`config.mk`:
```
export PLATFORM = sky130hd
export DESIGN_NAME = mips_multicycle_ctrl
export DESIGN_NICKNAME = d
export VERILOG_FILES = /design/src/rtl/mips_mc_pkg.sv /design/src/rtl/mc_aludec.sv /design/src/rtl/mips_multicycle_ctrl.sv
export SDC_FILE = /design/constraint.sdc
export NUM_CORES = 1
export LEC_CHECK = 0
export BUFFER_PORTS_ARGS = -buffer_cell sky130_fd_sc_hd__buf_2
export CORE_MARGIN = 1
export CORE_UTILIZATION = 51
export DETAILED_ROUTE_END_ITERATION = 10
export GPL_TIMING_DRIVEN = 0
export PLACE_DENSITY = 0.82
export RECOVER_POWER = 50
export SKIP_CTS_REPAIR_TIMING = 1
export SYNTH_ARGS = -nofsm -noshare
export SYNTH_HDL_FRONTEND = slang
export SYNTH_HIERARCHICAL = 1
export SYNTH_SLANG_ARGS = --single-unit
```
`constraint.sdc`:
```
create_clock -name clk -period 2.3 [get_ports clk]
set_clock_uncertainty 0.1 [all_clocks]
set_input_delay 0.345 -clock clk [delete_from_list [all_inputs] [get_ports clk]]
set_output_delay 0.345 -clock clk [all_outputs]
set_load 0.02 [all_outputs]
```
`src/rtl/mips_mc_pkg.sv`:
```
// Shared encodings for the multicycle MIPS controller: FSM states, opcodes,
// R-type funct codes, ALU operation codes and datapath mux selects.
package mips_mc_pkg;

    typedef enum logic [3:0] {
        S_RESET   = 4'd0,
        S_FETCH   = 4'd1,
        S_DECODE  = 4'd2,
        S_MEMADR  = 4'd3,
        S_MEMRD   = 4'd4,
        S_MEMWB   = 4'd5,
        S_MEMWR   = 4'd6,
        S_EXECUTE = 4'd7,
        S_ALUWB   = 4'd8,
        S_BRANCH  = 4'd9,
        S_ADDIEX  = 4'd10,
        S_ADDIWB  = 4'd11,
        S_JUMP    = 4'd12
    } state_t;

    localparam logic [5:0] OP_RTYPE = 6'b000000;
    localparam logic [5:0] OP_LW    = 6'b100011;
    localparam logic [5:0] OP_SW    = 6'b101011;
    localparam logic [5:0] OP_BEQ   = 6'b000100;
    localparam logic [5:0] OP_ADDI  = 6'b001000;
    localparam logic [5:0] OP_J     = 6'b000010;

    localparam logic [5:0] F_ADD = 6'b100000;
    localparam logic [5:0] F_SUB = 6'b100010;
    localparam logic [5:0] F_AND = 6'b100100;
    localparam logic [5:0] F_OR  = 6'b100101;
    localparam logic [5:0] F_SLT = 6'b101010;
    localparam logic [5:0] F_XOR = 6'b100110;

    localparam logic [2:0] ALU_AND = 3'b000;
    localparam logic [2:0] ALU_OR  = 3'b001;
    localparam logic [2:0] ALU_ADD = 3'b010;
    localparam logic [2:0] ALU_XOR = 3'b101;
    localparam logic [2:0] ALU_SUB = 3'b110;
    localparam logic [2:0] ALU_SLT = 3'b111;

    localparam logic [1:0] SRCB_B     = 2'b00;
    localparam logic [1:0] SRCB_FOUR  = 2'b01;
    localparam logic [1:0] SRCB_IMM   = 2'b10;
    localparam logic [1:0] SRCB_IMMSH = 2'b11;

    localparam logic [1:0] PC_ALU    = 2'b00;
    localparam logic [1:0] PC_ALUOUT = 2'b01;
    localparam logic [1:0] PC_JUMP   = 2'b10;

    // Loads and stores share the address-calculation path.
    function automatic logic is_mem_op(input logic [5:0] op);
        return (op == OP_LW) || (op == OP_SW);
    endfunction

endpackage

```
`src/rtl/mc_aludec.sv`:
```
// R-type ALU decoder: funct field to ALU operation, flagging unsupported functs.
module mc_aludec
    import mips_mc_pkg::*;
(
    input  logic [5:0] funct,
    output logic [2:0] alucontrol,
    output logic       funct_illegal
);

    // Map funct to ALU code; unknown functs fall back to AND with the flag set.
    always_comb begin
        alucontrol    = ALU_AND;
        funct_illegal = 1'b0;
        case (funct)
            F_ADD:   alucontrol = ALU_ADD;
            F_SUB:   alucontrol = ALU_SUB;
            F_AND:   alucontrol = ALU_AND;
            F_OR:    alucontrol = ALU_OR;
            F_SLT:   alucontrol = ALU_SLT;
            F_XOR:   alucontrol = ALU_XOR;
            default: funct_illegal = 1'b1;
        endcase
    end

endmodule

```
`src/rtl/mips_multicycle_ctrl.sv`:
```
// Multicycle MIPS controller: sequences fetch/decode/execute/memory/writeback
// over a shared memory with a ready handshake, reports illegal encodings and
// counts retired instructions. Outputs decode directly from the state register
// so an asynchronous reset drops every enable immediately.
module mips_multicycle_ctrl
    import mips_mc_pkg::*;
#(
    parameter int CNT_W         = 32,
    parameter bit USE_MEM_READY = 1'b1
)(
    input  logic             clk,
    input  logic             reset,
    input  logic [5:0]       op,
    input  logic [5:0]       funct,
    input  logic             zero,
    input  logic             mem_ready,
    output logic             iord,
    output logic             memwrite,
    output logic             irwrite,
    output logic             regdst,
    output logic             memtoreg,
    output logic             regwrite,
    output logic             alusrca,
    output logic [1:0]       alusrcb,
    output logic [2:0]       alucontrol,
    output logic [1:0]       pcsrc,
    output logic             pcen,
    output logic             illegal_op,
    output logic [CNT_W-1:0] instret,
    output logic [3:0]       state
);

    state_t           state_reg, state_next;
    logic [CNT_W-1:0] instret_reg;
    logic             mem_rdy;
    logic             pcwrite, branch, retire;
    logic [2:0]       rtype_alu;
    logic             funct_illegal;

    assign mem_rdy = USE_MEM_READY ? mem_ready : 1'b1;

    mc_aludec u_aludec (
        .funct         (funct),
        .alucontrol    (rtype_alu),
        .funct_illegal (funct_illegal)
    );

    // State register and retired-instruction counter.
    always_ff @(posedge clk or negedge reset) begin
        if (!reset) begin
            state_reg   <= S_RESET;
            instret_reg <= '0;
        end else begin
            state_reg <= state_next;
            if (retire)
                instret_reg <= instret_reg + CNT_W'(1);
        end
    end

    // Next-state logic and Moore decode of the datapath controls.
    always_comb begin
        state_next = state_reg;
        iord       = 1'b0;
        memwrite   = 1'b0;
        irwrite    = 1'b0;
        regdst     = 1'b0;
        memtoreg   = 1'b0;
        regwrite   = 1'b0;
        alusrca    = 1'b0;
        alusrcb    = SRCB_B;
        alucontrol = ALU_AND;
        pcsrc      = PC_ALU;
        pcwrite    = 1'b0;
        branch     = 1'b0;
        illegal_op = 1'b0;
        retire     = 1'b0;
        case (state_reg)
            S_RESET: state_next = S_FETCH;
            S_FETCH: begin
                alusrcb    = SRCB_FOUR;
                alucontrol = ALU_ADD;
                irwrite    = mem_rdy;
                pcwrite    = mem_rdy;
                if (mem_rdy)
                    state_next = S_DECODE;
            end
            S_DECODE: begin
                alusrcb    = SRCB_IMMSH;
                alucontrol = ALU_ADD;
                if (is_mem_op(op))         state_next = S_MEMADR;
                else if (op == OP_RTYPE)   state_next = S_EXECUTE;
                else if (op == OP_BEQ)     state_next = S_BRANCH;
                else if (op == OP_ADDI)    state_next = S_ADDIEX;
                else if (op == OP_J)       state_next = S_JUMP;
                else begin
                    illegal_op = 1'b1;
                    state_next = S_FETCH;
                end
            end
            S_MEMADR: begin
                alusrca    = 1'b1;
                alusrcb    = SRCB_IMM;
                alucontrol = ALU_ADD;
                state_next = (op == OP_SW) ? S_MEMWR : S_MEMRD;
            end
            S_MEMRD: begin
                iord = 1'b1;
                if (mem_rdy)
                    state_next = S_MEMWB;
            end
            S_MEMWB: begin
                memtoreg   = 1'b1;
                regwrite   = 1'b1;
                retire     = 1'b1;
                state_next = S_FETCH;
            end
            S_MEMWR: begin
                iord     = 1'b1;
                memwrite = 1'b1;
                if (mem_rdy) begin
                    retire     = 1'b1;
                    state_next = S_FETCH;
                end
            end
            S_EXECUTE: begin
                alusrca    = 1'b1;
                alucontrol = rtype_alu;
                if (funct_illegal) begin
                    illegal_op = 1'b1;
                    state_next = S_FETCH;
                end else begin
                    state_next = S_ALUWB;
                end
            end
            S_ALUWB: begin
                regdst     = 1'b1;
                regwrite   = 1'b1;
                retire     = 1'b1;
                state_next = S_FETCH;
            end
            S_BRANCH: begin
                alusrca    = 1'b1;
                alucontrol = ALU_SUB;
                pcsrc      = PC_ALUOUT;
                branch     = 1'b1;
                retire     = 1'b1;
                state_next = S_FETCH;
            end
            S_ADDIEX: begin
                alusrca    = 1'b1;
                alusrcb    = SRCB_IMM;
                alucontrol = ALU_ADD;
                state_next = S_ADDIWB;
            end
            S_ADDIWB: begin
                regwrite   = 1'b1;
                retire     = 1'b1;
                state_next = S_FETCH;
            end
            S_JUMP: begin
                pcsrc      = PC_JUMP;
                pcwrite    = 1'b1;
                retire     = 1'b1;
                state_next = S_FETCH;
            end
            default: state_next = S_RESET;
        endcase
    end

    assign pcen    = pcwrite | (branch & zero);
    assign instret = instret_reg;
    assign state   = state_reg;

endmodule

```
==> Flow_metrics.wiki <==
{| class="wikitable"
! Metric !! Value
|-
| Worst Hold Class || in2reg
|-
| Area of the die || between 4000 and 5000 um2
|-
| CTS tree || built
|-
| Cell variety after synth || about 50
|-
| Post-synthesis cell type with the largest combined area || dfrtp_1
|-
| Sequential area share after synthesis || 0.411
|-
| Sum of net half-perimeters after detailed placement || roughly 3600 um
|-
| Post-route cell area || ~2700 um2
|-
| Share of Yosys cell area claimed by the top area cell type || 0.411
|-
| Post-route total power || between 2 and 2.5 mW
|-
| Synth cell count leaders || dfrtp_1, nor2_1, xnor2_1
|-
| Die Width || between 60 and 70 um
|-
| Number of placed I/O pins || between 60 and 70
|-
| Critical R2R Launch || state[2]$_DFFE_PN0P_
|-
| Endpoint required time on the critical path || between 1500 and 2000 ps
|-
| Tcrit/Tclk final || 0.962
|-
| Most prevalent standard cell on the critical path || inv_1
|-
| Nature of the critical path startpoint || register
|-
| Main area contributors after synthesis || dfrtp_1, xnor2_1, xor2_1
|-
| Worst slew margin relative to its limit || -0.245
|-
| Delay of the slowest cell on the worst path || approximately 400 ps
|-
| Worst voltage drop across the vdd grid || between 0.5 and 0.6 mV
|-
| Most common cell in the synthesized netlist || dfrtp_1
|-
| Critical path capture point type || primary output
|-
| CTS H-Tree Depth || 2
|-
| Largest delay share family, worst path || buffers and inverters
|-
| Final setup violation count || 0
|-
| Mapped Cells || between 200 and 250
|-
| Static leakage || 1.27 nW
|-
| Port buffer count || between 60 and 70
|-
| Via Count || 2036
|-
| Number of standard-cell rows in the floorplan || 23
|-
| Hold endpoint || state[1]$_DFFE_PN0P_
|-
| Overall Global Routing Usage || 0.233
|-
| Max reg flops || 32
|-
| Clock-pin slew reported for the worst setup and hold paths after clock tree synthesis || around 70 ps
|-
| Endpoint of the most critical register-to-register path || state[2]$_DFFE_PN0P_
|-
| Maximum operating frequency || approximately 450 MHz
|-
| Syn_nets || around 260
|-
| Avg Vias per Cell || 5.59
|-
| Synthesis Warnings || 6
|-
| Share of synthesized flip-flops with an asynchronous set or reset || 1.00
|-
| Core ar. || about 4100 um2
|-
| Routed wirelength normalized by instance count || 13.8 um
|-
| Final count of hold timing violations || 0
|-
| Clk sink count || 36
|-
| Ordered list of cells on the worst path || buf_4 -> inv_1 -> nor2_1 -> nand3_1 -> inv_1 -> a211o_1 -> buf_2
|-
| Max_cap viols || 1
|-
| Count of state elements after synthesis || 36
|-
| Remaining Overflow, GRT || 0
|-
| Slowest cell on the critical path || dfrtp_1
|-
| Die Ht || between 60 and 70 um
|-
| DRT Wirelength || approximately 5000 um
|-
| Setup repair after global routing missed its margin || false
|-
| Final weighted congestion in routability-driven placement || approximately 0.85
|-
| Reg2reg path depth || 6
|-
| Violations in the final reports || capacitance limit, slew limit
|-
| Post-synthesis to final-layout area growth || 22.0%
|-
| Iteration count of the initial detailed-routing pass || 5
|-
| Total negative slack for setup checks || 0 ps
|-
| Hold path startpoint || op[3]
|-
| Worst R2R Setup Slack || 200 ps
|-
| Run status || finished, violations left
|-
| Clock latency at the later pin of the worst-skew pair || between 200 and 300 ps
|-
| Synthesized area divided by synthesized cell count || between 9 and 10 um2
|-
| Antenna viol nets, final || 0
|-
| Maximum clock insertion buffer count || 2
|-
| Number of antenna diodes || 0
|-
| Cell area power density || 912 nW/um2
|-
| Initial Utilization || 0.540
|-
| Global-route wire length before repair || about 8000 um
|-
| Max Fanout on Critical Path || 10
|-
| Proportion of layout cells with a drive suffix above 1 || 0.204
|-
| Maximum number of pins on one net before global-route repair || 37
|-
| Iteration-0 DRC Markers || roughly 100
|-
| Number of global-route vias before repair || 1767
|-
| Buffers and inverters on the worst path || 4
|-
| Clock root buffer || clkbuf_8
|-
| # DRC || 0
|-
| Total standard cell area after synthesis || between 2000 and 2500 um2
|-
| Post-synth EDFFs || 0
|-
| Cell area reported after detailed placement || roughly 2600 um2
|-
| Data arrival time of the critical path || around 1800 ps
|-
| Final-layout fill cell count || between 300 and 400
|-
| Worst Tran Pin Value || 1870 ps
|-
| # nets final || 330
|-
| Cts bufs inserted || 5
|-
| Cell count of the worst hold path || 3
|-
| Number of pins with negative max-slew slack in the final report || 37
|-
| Flip-flop cell with the highest count after synthesis || dfrtp_1
|-
| Number of antenna violations at the first check in global routing || 0
|-
| Final critical-path required period || approximately 2200 ps
|-
| Crit Path Category || reg2out
|}
## cell families after synthesis
group / count (synthesis) / share of synthesized area
AND/OR/NAND/NOR: 108 / 0.262
flip-flops: 36 / 0.411
buffers and inverters: 24 / 0.0451
multiplexers: 2 / 0.00971
AO/OA/AOI/OAI: 38 / 0.135
adder cells (fa/ha/maj): 1 / 0.00571
XOR/XNOR: 33 / 0.132
## through the flow
step	worst slack (ps)	hold WS, ps	util	instances
global route	2.18	312	0.659	364
detailed placement	222	356	0.636	357
floorplan	269	-50.6	-	242
finish	87.8	301	0.659	364
global placement	243	355	0.636	357
CTS	-34.1	65.7	0.667	365
## metal layers
metal | vias to the layer above | routed length (um) | global-route usage
met5 | - | 0 | 0
met4 | 0 | 55 | 0.0718
met3 | 7 | 247 | 0.0608
met2 | 63 | 2530 | 0.405
met1 | 978 | 2180 | 0.279
li1 | 988 | - | -
## cell usage in the layout, fill, tap and decap left out, types with 3 or more instances in the layout
| cell type | count |
|---|---|
| nand2b_1 | 5 |
| buf_2 | 41 |
| nand3b_1 | 3 |
| nor3_1 | 13 |
| nor2_1 | 29 |
| inv_1 | 14 |
| nand3_1 | 16 |
| xor2_1 | 15 |
| clkbuf_1 | 29 |
| o21ai_0 | 11 |
| a21oi_1 | 6 |
| dfrtp_1 | 36 |
| clkbuf_8 | 7 |
| nand4_1 | 6 |
| xnor2_1 | 18 |
| nand2_1 | 17 |
| and3_1 | 6 |
## how the worst max path moves through the flow
stage,slack (ps),cells past startpoint,to,start
6_report,90,7,pcen,state[0]$_DFFE_PN0P_
5_1_grt,2,7,pcen,state[0]$_DFFE_PN0P_
4_1_cts,-30,5,alucontrol[1],state[1]$_DFFE_PN0P_
3_5_place_dp,220,6,state[2]$_DFFE_PN0P_,state[2]$_DFFE_PN0P_
3_3_place_gp,240,6,state[2]$_DFFE_PN0P_,state[2]$_DFFE_PN0P_
2_1_floorplan,270,4,alucontrol[0],state[1]$_DFFE_PN0P_
## power by group
group	internal (mW)	switching (mW)	leakage, nW	total (mW)
combinational	0.354	0.653	0.735	1.01
sequential	0.715	0.104	0.467	0.819
clock	0.382	0.227	0.0645	0.610
total	1.45	0.985	1.27	2.44
## final cells by class
type                       instances  area, um2  share of cell area
tap                               50       62.6              0.0234
sequential                        36        901               0.337
multi-input combinational        182       1190               0.446
clock buffer                       7       96.3              0.0360
clock inverter                     1       30.0              0.0112
timing repair buffer              65        294               0.110
inverter                          14       52.6              0.0197
buffer                             9       45.0              0.0169
## worst register-to-register path, stage by stage (launching register included)
cell and delay (ps):
dfrtp_1 400, buf_4 180, nor2_1 230, nand3_1 150, or3_1 350, a32o_1 270, a222oi_1 290
Power figures use the tool's default switching activity.
